## src/rtl/uart_pkg.sv

```systemverilog
// Shared definitions for the UART receive path: frame geometry and FSM state encoding.
package uart_pkg;

  localparam int DATA_BITS = 8;

  typedef enum logic [2:0] {
    IDLE       = 3'd0,
    START      = 3'd1,
    DATA       = 3'd2,
    STOP       = 3'd3,
    BREAK_WAIT = 3'd4,
    CLEANUP    = 3'd5
  } rx_state_t;

endpackage

```

## src/rtl/uart_sync2.sv

```systemverilog
// Two-flop synchroniser for a single asynchronous bit, with a selectable reset level.
module uart_sync2 #(
  parameter logic RST_VAL = 1'b1
) (
  input  logic clk,
  input  logic rst_n,
  input  logic d,
  output logic q
);

  logic meta;

  // Metastability filter: d -> meta -> q.
  always_ff @(posedge clk or negedge rst_n) begin
    if (!rst_n) begin
      meta <= RST_VAL;
      q    <= RST_VAL;
    end else begin
      meta <= d;
      q    <= meta;
    end
  end

endmodule

```

## src/rtl/uart_rx_framed.sv

```systemverilog
// 8N1 UART receiver: mid-bit sampling, one-cycle good-byte strobe, framing-error strobe
// and break handling that waits for the line to go idle before re-arming.
module uart_rx_framed
  import uart_pkg::*;
#(
  parameter int CLKS_PER_BIT = 217
) (
  input  logic       i_Clock,
  input  logic       i_Rst_L,
  input  logic       i_RX_Serial,
  output logic       o_RX_DV,
  output logic [7:0] o_RX_Byte,
  output logic       o_RX_Active,
  output logic       o_RX_Frame_Err
);

  localparam int              CW   = $clog2(CLKS_PER_BIT) + 1;
  localparam logic [CW-1:0]   HALF = CW'((CLKS_PER_BIT - 1) / 2);
  localparam logic [CW-1:0]   LAST = CW'(CLKS_PER_BIT - 1);
  localparam logic [CW-1:0]   ONE  = CW'(1);
  localparam logic [2:0]      LAST_IDX = 3'(DATA_BITS - 1);

  logic                 rx_s;
  rx_state_t            state, state_nxt;
  logic [CW-1:0]        count, count_nxt;
  logic [2:0]           index, index_nxt;
  logic [DATA_BITS-1:0] shift, shift_nxt;
  logic [7:0]           rx_byte, rx_byte_nxt;
  logic                 dv, dv_nxt;
  logic                 ferr, ferr_nxt;
  logic                 active, active_nxt;

  uart_sync2 #(.RST_VAL(1'b1)) u_sync (
    .clk   (i_Clock),
    .rst_n (i_Rst_L),
    .d     (i_RX_Serial),
    .q     (rx_s)
  );

  // Frame state and datapath registers.
  always_ff @(posedge i_Clock or negedge i_Rst_L) begin
    if (!i_Rst_L) begin
      state   <= IDLE;
      count   <= {CW{1'b0}};
      index   <= 3'd0;
      shift   <= {DATA_BITS{1'b0}};
      rx_byte <= 8'h00;
      dv      <= 1'b0;
      ferr    <= 1'b0;
      active  <= 1'b0;
    end else begin
      state   <= state_nxt;
      count   <= count_nxt;
      index   <= index_nxt;
      shift   <= shift_nxt;
      rx_byte <= rx_byte_nxt;
      dv      <= dv_nxt;
      ferr    <= ferr_nxt;
      active  <= active_nxt;
    end
  end

  // Next-state logic; the two strobes fall back to zero every cycle.
  always_comb begin
    state_nxt   = state;
    count_nxt   = count;
    index_nxt   = index;
    shift_nxt   = shift;
    rx_byte_nxt = rx_byte;
    dv_nxt      = 1'b0;
    ferr_nxt    = 1'b0;
    active_nxt  = active;
    case (state)
      IDLE: begin
        count_nxt = {CW{1'b0}};
        index_nxt = 3'd0;
        if (!rx_s) begin
          state_nxt  = START;
          active_nxt = 1'b1;
        end else begin
          active_nxt = 1'b0;
        end
      end
      START: begin
        if (count == HALF) begin
          if (!rx_s) begin
            count_nxt = {CW{1'b0}};
            state_nxt = DATA;
          end else begin
            state_nxt  = IDLE;
            active_nxt = 1'b0;
          end
        end else begin
          count_nxt = count + ONE;
        end
      end
      DATA: begin
        if (count == LAST) begin
          count_nxt = {CW{1'b0}};
          shift_nxt = {rx_s, shift[DATA_BITS-1:1]};
          if (index == LAST_IDX) begin
            index_nxt = 3'd0;
            state_nxt = STOP;
          end else begin
            index_nxt = index + 3'd1;
          end
        end else begin
          count_nxt = count + ONE;
        end
      end
      STOP: begin
        // Sampling mid-stop-bit leaves half a bit to absorb CLEANUP/IDLE before the next start.
        if (count == LAST) begin
          count_nxt = {CW{1'b0}};
          if (rx_s) begin
            rx_byte_nxt = shift;
            dv_nxt      = 1'b1;
            state_nxt   = CLEANUP;
          end else begin
            ferr_nxt  = 1'b1;
            state_nxt = BREAK_WAIT;
          end
        end else begin
          count_nxt = count + ONE;
        end
      end
      BREAK_WAIT: begin
        if (rx_s) begin
          state_nxt = CLEANUP;
        end else begin
          state_nxt = BREAK_WAIT;
        end
      end
      CLEANUP: begin
        active_nxt = 1'b0;
        state_nxt  = IDLE;
      end
      default: begin
        state_nxt  = IDLE;
        count_nxt  = {CW{1'b0}};
        index_nxt  = 3'd0;
        active_nxt = 1'b0;
      end
    endcase
  end

  assign o_RX_DV        = dv;
  assign o_RX_Byte      = rx_byte;
  assign o_RX_Active    = active;
  assign o_RX_Frame_Err = ferr;

endmodule

```

## config.mk

```make
export PLATFORM = sky130hd
export DESIGN_NAME = uart_rx_framed
export DESIGN_NICKNAME = d
export VERILOG_FILES = /design/src/rtl/uart_pkg.sv /design/src/rtl/uart_sync2.sv /design/src/rtl/uart_rx_framed.sv
export SDC_FILE = /design/constraint.sdc
export NUM_CORES = 1
export LEC_CHECK = 0
export BUFFER_PORTS_ARGS = -buffer_cell sky130_fd_sc_hd__buf_2
export CORE_MARGIN = 1
export CORE_UTILIZATION = 30
export CTS_CLUSTER_DIAMETER = 150
export DETAILED_ROUTE_END_ITERATION = 16
export PLACE_DENSITY = 0.48
export SETUP_SLACK_MARGIN = 0.3
export SYNTH_ARGS = -nofsm -noshare
export SYNTH_HDL_FRONTEND = slang
export SYNTH_HIERARCHICAL = 1
export SYNTH_SLANG_ARGS = --single-unit
```

## constraint.sdc

```tcl
create_clock -name i_Clock -period 1.9 [get_ports i_Clock]
set_clock_uncertainty 0.05 [all_clocks]
set_input_delay 0.285 -clock i_Clock [delete_from_list [all_inputs] [get_ports i_Clock]]
set_output_delay 0.285 -clock i_Clock [all_outputs]
set_load 0.03 [all_outputs]
```

* Word-level counts from Yosys, hierarchy flattened
Cells that the tools add are included.
** Cells by class
- Equal/unequal tests :: 15
- Add/subtract/negate cells :: 2
- Muxes and demuxes :: 24
- Bitwise operators :: 3
- Reduce and logical (&&, ||, !) cells :: 11
** Operator list (number)
- two-way mux 9 bit :: 3
- case mux 9 bit (3 select lines) :: 1
- two-way mux 3 bit :: 7
- case mux 3 bit (5 select lines) :: 1
- != test 2 bit, second input constant :: 5
- adder 9 x 1 -> 9 bit, second input constant :: 1
- equality test 3 bit, second input constant :: 3
- equality test 9 x 7 -> 1 bit, second input constant :: 1
- equality test 9 x 8 -> 1 bit, second input constant :: 1
- two-way mux 1 bit :: 9
- equality test 3 x 2 -> 1 bit, second input constant :: 2
- case mux 3 bit (2 select lines) :: 1
- AND reduction 2 bit :: 3
- AND reduction 3 bit :: 2
- AND reduction 5 bit :: 1
- OR reduction 2 bit :: 2
- OR reduction 4 bit :: 1
- adder 3 x 1 -> 3 bit, second input constant :: 1
- equality test 3 x 1 -> 1 bit, second input constant :: 1
- logical NOT 3 bit :: 1
- != test 3 bit, second input constant :: 1
- NOT 1 bit :: 3
- case mux 1 bit (3 select lines) :: 1
- OR reduction 3 bit :: 1
- other kinds (2) :: 2
** Word-level totals
- Bits in registers :: 36
- Input port bits :: 3
- Logic and storage cells :: 65
- Output and inout bits :: 11

* Longest topological paths before layout
Gate-level depths: netlist of the first run.
- Depth in word-level cells :: 4
- Mapped depth :: 7
- Gate-level depth less buffers :: 6

* Cells and area by module
The synthesis of the first run kept the hierarchy.
** By module, submodules not included
- uart_rx_framed :: cells an instance 155, times used 1, seq. area each 850.8 µm², area each 1745.4 µm²
- uart_sync2 :: cells an instance 2, times used 1, seq. area each 52.6 µm², area each 52.6 µm²

* Worst setup path before layout of the first run
Ideal clock, no wire load.
- Path kind :: register to register
- Start point :: register count[0]
- End point :: register shift[0]
- Path buffers :: 1
- Data required time :: 1.725 ns
- Arrival time :: 1.863 ns
- Clock period less this slack :: 2.038 ns
- Library setup time :: 0.125 ns
- Setup slack :: -0.138 ns
- Cell stages (with the launch flop) :: 8
- Cell sequence :: dfrtp_1 -> inv_1 -> ha_1 -> nor2b_1 -> nand4_4 -> or3_1 -> buf_6 -> mux2_4
** On the way
- Word-level cells in the longest chain between the ends :: 2
** RTL lines
- start: declaration :: line uart_rx_framed.sv:25 : logic [CW-1:0] count, count_nxt;
- start signal: assignment :: line uart_rx_framed.sv:44 : count <= {CW{1'b0}};
- start signal: assignment :: line uart_rx_framed.sv:53 : count <= count_nxt;
- equality test 9 x 8 -> 1 bit :: line uart_rx_framed.sv:98 : if (count == LAST) begin
- AND reduction 2 bit (no line)
- end signal: assignment :: line uart_rx_framed.sv:46 : shift <= {DATA_BITS{1'b0}};
- end signal: assignment :: line uart_rx_framed.sv:55 : shift <= shift_nxt;
- end: declaration :: line uart_rx_framed.sv:27 : logic [DATA_BITS-1:0] shift, shift_nxt;
Every way passes these cells.
A chain may end at the register's enable or synchronous reset.

* Worst setup path after layout of the first run
- Start point :: register count[0]
- End point :: register shift[2]
The elaborated chain is that of the path after synthesis.

==> results of run 1 <==
==> cell families (layout without fill, tap and decap cells) <==
kind of cell,after synthesis,after routing,share of synthesized area
flip-flops,36,36,0.502
XOR/XNOR,1,1,0.00487
buffers and inverters,12,62,0.0306
multiplexers,19,19,0.134
adder cells (fa/ha/maj),4,4,0.0278
AO/OA/AOI/OAI,33,33,0.127
AND/OR/NAND/NOR,52,52,0.173
==> through the flow <==
step                cells  worst slack (ns)
floorplan             157          -0.00200
global placement      255          0.000913
detailed placement    255           -0.0303
CTS                   274            0.0899
global route          279           0.00874
finish                279            0.0840
==> power by group through the flow <==
stage | Clock [mW] | Sequential, mW | Combinational [mW]
5_1_grt | 0.729 | 0.772 | 0.0303
3_3_place_gp | 0 | 0.787 | 0.0246
4_1_cts | 0.680 | 0.772 | 0.0273
6_report | 0.665 | 0.772 | 0.0261
3_5_place_dp | 0 | 0.787 | 0.0256
2_1_floorplan | 0 | 0.786 | 0.00528
==> layer usage <==
| metal | part of all wire | up-vias |
|---|---|---|
| met4 | 0.0080 | 0 |
| li1 | - | 666 |
| met2 | 0.50 | 24 |
| met3 | 0.025 | 4 |
| met1 | 0.46 | 708 |
| met5 | 0 | - |
==> synth_stat cells (all sizes together) <==
library cell / count / area (sq um)
nor4b: 1 / 8.76
ha: 4 / 50.1
nor2: 6 / 25.0
mux2: 16 / 210
nor2b: 5 / 31.3
a21o: 1 / 7.51
o221ai: 2 / 17.5
and3b: 1 / 8.76
o31ai: 1 / 7.51
nand4: 2 / 27.5
and4bb: 1 / 12.5
nor3b: 2 / 15.0
or2: 2 / 12.5
a2111oi: 1 / 8.76
dfstp: 2 / 52.6
a41o: 1 / 10.0
nor3: 5 / 36.3
inv: 5 / 18.8
a311o: 1 / 10.0
clkbuf: 4 / 15.0
buf: 3 / 21.3
a311oi: 1 / 8.76
xnor2: 1 / 8.76
nand2b: 2 / 12.5
nand3: 2 / 10.0
dfrtp: 34 / 851
or3b: 1 / 8.76
and4: 1 / 8.76
or3: 3 / 18.8
and2b: 1 / 7.51
o211ai: 6 / 45.0
nand2: 16 / 60.1
a41oi: 2 / 25.0
a21oi: 3 / 18.8
mux2i: 3 / 30.0
o21ai: 14 / 70.1
or2b: 1 / 7.51
==> worst max-delay path, stage by stage (launching register included) <==
cell,delay [ns]
dfrtp_1,0.39
inv_2,0.08
ha_4,0.12
nor2b_4,0.17
nand4_4,0.09
or3_1,0.33
buf_6,0.16
mux2_4,0.30
==> worst min-delay path by stage <==
| stage | cells past startpoint | endpoint | slack [ns] | start |
|---|---|---|---|---|
| floorplan | 0 | count[0] | -0.06 | i_Rst_L |
| global placement | 1 | o_RX_Byte[3] | 0.05 | i_Rst_L |
| detailed placement | 1 | o_RX_Byte[3] | 0.05 | i_Rst_L |
| CTS | 1 | u_sync/meta | 0.04 | i_RX_Serial |
| global route | 1 | u_sync/meta | 0.03 | i_RX_Serial |
| finish | 1 | u_sync/meta | 0.04 | i_RX_Serial |
==> flip-flops by register name, indices dropped and copies added, names as in the netlist <==
signal	count
count	9
o_RX_Active	1
state	3
o_RX_Byte	8
index	3
u_sync/q	1
shift	8
o_RX_DV	1
o_RX_Frame_Err	1
u_sync/meta	1
==> cell type report <==
| class | count | area share |
|---|---|---|
| timing repair buffer | 49 | 0.156 |
| tap | 72 | 0.0359 |
| multi-input combinational | 109 | 0.395 |
| clock inverter | 3 | 0.0169 |
| inverter | 5 | 0.00747 |
| clock buffer | 5 | 0.0274 |
| sequential | 36 | 0.362 |
==> cells in the final DEF, fill, tap and decap left out, types with 4 or more instances in the layout <==
cell	n
buf_2	13
buf_4	23
buf_6	11
clkbuf_8	5
dfrtp_1	30
dfrtp_2	4
mux2_4	16
nand2_1	16
nor2_1	5
nor3_1	4
o211ai_1	6
o21ai_0	6
o21ai_1	6
==> what timing repair did <==
| action | in CTS | in global routing |
|---|---|---|
| pin swaps | 8 | 10 |
| endpoints found under the setup margin | 31 | 31 |
| endpoints found under the hold margin | 4 | 0 |
| hold buffers | 1 | 0 |
| setup buffers | 10 | 5 |
| gates resized for setup | 34 | 13 |
==> results.md, run 1 <==
* Outcome: completed
* Clock share of power at 0.454
* Total grt overflow at 0
* Post-DP HPWL at about 2.7 mm
* Type of origin of the critical path: register
* Worst Setup End Kind: register
* DR vias/cell at between 5 and 6
* Initial DRT Pass Iterations at 4
* Residual DRC at 0
* Routed wire per std cell at 14.4 um
* P_int at roughly 1.2 mW
* Core ar. at between 5000 and 6000 sq um
* Die area at 6310 sq um
* Arrival @ worst endpoint at around 1.9 ns
* Initial core utilization at 0.319
* TNS Setup at 0 ns
* Sequential Power Share at 0.528
* Diodes inserted at 0
* Power Total at between 1 and 1.5 mW
* Largest net degree at the start of global routing at 33
* Crit path launch: count[0]
* Final setup vio count at 0
* GRT met3 Usage at 0.0343
* Area of the multi-input gates at around 990 sq um
* Synth Warn # at 6
* Max cap viols at 0
* Mean Syn Cell Area at 11.5 sq um
* Max-slew violation count at 0
* Power Density at a little under 600 nW/um^2
* Post-Syn Area at ~1800 sq um
* Initial antenna violation count at 0
* Clk slew on worst S/H paths at approximately 0.070 ns
* Clock Path Buffers at 2
* Vias in the first global route at about 1,400
* Seq/Total Area, Yosys at 0.502
* Pleak at around 1.1 nW
* Total GRT Usage at 0.142
* Hold Vio Cnt, Final at 0
* Fillers at 510
* Finished Cell Area at around 2500 sq um
* Worst Hold Class: input pin to register
* Reg area at 908 sq um
* Fraction of layout cells with a size suffix above 1 at 0.507
* Maximum clock frequency at between 500 and 600 MHz
* Port bufs at 13
* Area Growth Syn to Fin at 39.7%
* Die Wd at between 70 and 80 um
* Seq cells post-synth at 36
* Slew margin rel. at 0.726
* Final worst path period share at 0.956
* Reg2Reg Launch Point: count[0]
* Critical path fanouts, max at 8
* GR met1 Demand/Resource at 0.181
* Crit path to: shift[2]
* First-iteration detailed-routing DRC count at 64
* Io pins at 14
* Comb pwr share at 0.018
* Final WL at ~4 mm
* Vias at between 1,000 and 1,500
* Final core occ at 0.445
* Final Wtd Congestion at ~0.75
* CTS Root Cell: clkbuf_8
* Hold WS at 0.0426 ns
* Global-route wire length before repair at roughly 6.9 mm
* H-tree levels at 2
* Sw Ratio at 0.204
* Antenna Violating Nets Remaining at 0
* Reg2reg end: shift[2]
* WS Path Type: register to register
* Busiest grt layer: met2
* P_sw at 0.298 mW
* Die height at a little under 80 um
* Clock latency on the worst-skew pair at roughly 0.29 ns
* Tmin final at 1.82 ns
* Max VDD drop at roughly 0.37 mV
* R2r setup slk at approximately 0.084 ns
* Distinct cells, synth at 44
* Area post-placement at 2120 sq um
* GR Util met2 at 0.237
* Worst-margin pin slew at roughly 0.40 ns
* Number of buffers created by CTS at 5
* # clock sinks at 36
* CTS tree: built
* RSZ-0062 raised after global routing: true
* Syn Inst Count at approximately 160
* R2R depth at 7
* Final layout net count at between 200 and 250
* Row Count at 27
* Req. time, crit path at ~2.0 ns
* Net Count, Synth at around 160
Power figures use the tool's default switching activity.
==> inputs of run 2 (changes only) <==
- CORE_UTILIZATION: 30 -> 40
- PLACE_DENSITY: 0.48 -> 0.6
==> run 2 against run 1 <==
Net effect:
- clock power fell by 17%
- utilization rose by 10 points
- non-clock buffer count fell by 6
- register-to-register slack barely moved
- sequential cell count did not move
- combinational power fell by 4%
==> results.md, run 2 (synthesized netlist as in run 1, its figures left out) <==
* # clock sinks at 36 (unchanged)
* Reg area at 905 sq um (-0.41%)
* Tmin final at 1.83 ns (+0.0116 ns)
* Global-route wire length before repair at 6.48 mm (-6.4%)
* CTS Root Cell: clkbuf_8
* WS Path Type: register to register
* Final WL at 3.66 mm (-8.9%)
* H-tree levels at 2 (unchanged)
* Final Wtd Congestion at 0.788 (+4.4%)
* Max reg flops at 9 (unchanged)
* Io pins at 14 (unchanged)
* Total GRT Usage at 0.170 (+0.0280)
* Most frequent cells in the layout: dfrtp_1, buf_4, nand2_1, mux2_4, buf_2
* Fraction of layout cells with a size suffix above 1 at 0.463 (-0.0446)
* Port bufs at 13 (unchanged)
* Initial core utilization at 0.416 (+0.0971)
* Total grt overflow at 0 (unchanged)
* Diodes inserted at 0 (unchanged)
* Hold Path Depth at 1 (unchanged)
* Row Count at 24 (-11%)
* Area Growth Syn to Fin at 31.9%
* Vias in the first global route at 1,364 (-5.2%)
* Worst-margin pin slew at 0.359 ns (-0.0416 ns)
* Final setup vio count at 0 (unchanged)
* Maximum clock frequency at 547 MHz (-0.63%)
* Fillers at 394 (-23%)
* Worst Setup End Kind: register
* Hold WS at 0.0450 ns (+0.00242 ns)
* Clock Path Buffers at 2 (unchanged)
* CTS tree: built
* Top reg by flops: count
* Worst Hold Class: input pin to register
* Hold Vio Cnt, Final at 0 (unchanged)
* Slew margin rel. at 0.755 (+0.0284)
* First-iteration detailed-routing DRC count at 40 (-38%)
* Type of origin of the critical path: register
* Area post-placement at 2090 sq um (-1.2%)
* Outcome: completed
* DR vias/cell at 5.36 (+6.7%)
* Finished Cell Area at 2370 sq um (-5.6%)
* Largest net degree at the start of global routing at 28 (-15%)
* Residual DRC at 0 (unchanged)
* Routed wire per std cell at 14.5 um (+0.45%)
* Final layout net count at 207 (-2.8%)
* RSZ-0062 raised after global routing: true
* Initial antenna violation count at 0 (unchanged)
* Clk slew on worst S/H paths at 0.07 ns (about the same)
* Max VDD drop at 0.259 mV (-29%)
* Power Density at 569 nW/um^2 (-2.2%)
* Most common cell after layout, fill and taps aside: dfrtp_1
* Area of the multi-input gates at 963 sq um (-2.9%)
* Req. time, crit path at 2.02 ns (about the same)
* Pleak at 1.10 nW (-3.1%)
* Arrival @ worst endpoint at 1.95 ns (+0.02 ns)
* Die height at 69.0 um (-13%)
* Number of buffers created by CTS at 5 (unchanged)
* Max cap viols at 0 (unchanged)
* Die area at 4770 sq um (-24%)
* Max-slew violation count at 0 (unchanged)
* Die Wd at 69.0 um (-13%)
* R2R depth at 7 (unchanged)
* Antenna Violating Nets Remaining at 0 (unchanged)
* Post-DP HPWL at 2.66 mm (-1.9%)
* Power Total at 1.35 mW (-7.7%)
* Clock latency on the worst-skew pair at 0.29 ns (about the same)
* Initial DRT Pass Iterations at 4 (unchanged)
* Critical path fanouts, max at 8 (unchanged)
* Final worst path period share at 0.962 (+0.00610)
* Vias at 1,356 (-3.3%)
* Core ar. at 4320 sq um (-23%)
==> run 2: cell count changes in the layout (fill, tap and decap cells not counted), moves of 2 or more <==
| cell | before | now |
|---|---|---|
| dfrtp_1 | 30 | 33 |
| o21ai_1 | 6 | 4 |
| buf_6 | 11 | 6 |
| o21ai_0 | 6 | 8 |
| dfrtp_2 | 4 | 1 |
==> run 2: layout make-up <==
cell class / instances / area share
clock buffer: 6 / 0.0348
clock inverter: 2 / 0.00422
inverter: 5 / 0.00791
multi-input combinational: 109 / 0.406
sequential: 36 / 0.381
tap: 52 / 0.0274
timing repair buffer: 43 / 0.138
==> run 2: repair_timing <==
item | in CTS | in global routing
setup buffers | 7 | 2
pin swaps | 8 | 2
endpoints found under the hold margin | 7 | 0
hold buffers | 1 | 0
gates resized for setup | 24 | 7
setup endpoints to repair | 29 | 31
==> run 2: power by group <==
group / internal, mW / switching (mW) / total, mW
registers: 0.770 / 0.00219 / 0.772
clock network: 0.289 / 0.264 / 0.553
logic: 0.00669 / 0.0184 / 0.0251
==> run 2: through the flow <==
step | utilization | setup slack (ns) | TNS (ns) | std cells
3_3_place_gp | 0.484 | 0.0188 | 0 | 235
5_1_grt | 0.549 | 0.0132 | 0 | 253
4_1_cts | 0.539 | 0.0848 | 0 | 251
2_1_floorplan | - | -0.00200 | -0.0160 | 157
6_report | 0.549 | 0.0724 | 0 | 253
3_5_place_dp | 0.484 | -0.0386 | -0.270 | 235
==> run 2: metal layers <==
| layer | GRT usage | vias to the layer above | wire length, um | part of all wire |
|---|---|---|---|---|
| met3 | 0.0395 | 5 | 109 | 0.030 |
| met1 | 0.219 | 674 | 1670 | 0.46 |
| met4 | 0.0680 | 0 | 63 | 0.017 |
| met5 | 0 | - | 0 | 0 |
| met2 | 0.276 | 21 | 1820 | 0.50 |
| li1 | - | 656 | - | - |
==> run 2: final timing paths <==
path	start	endpoint	slack, ns
worst max register to register	count[0]	shift[7]	0.07
worst min-delay path	i_RX_Serial	u_sync/meta	0.05
worst max-delay path	count[0]	shift[7]	0.07
max in group asynchronous	i_Rst_L	index[2]	0.87
worst min register to register	u_sync/meta	u_sync/q	0.31
min in group asynchronous	i_Rst_L	o_RX_Byte[5]	0.33
==> run 2: critical path, cell delays in order, from the launching register on <==
cell and delay (ns):
dfrtp_1 0.39, inv_2 0.08, ha_4 0.13, nor2b_4 0.16, nand4_4 0.09, or3_1 0.34, buf_6 0.16, mux2_4 0.29
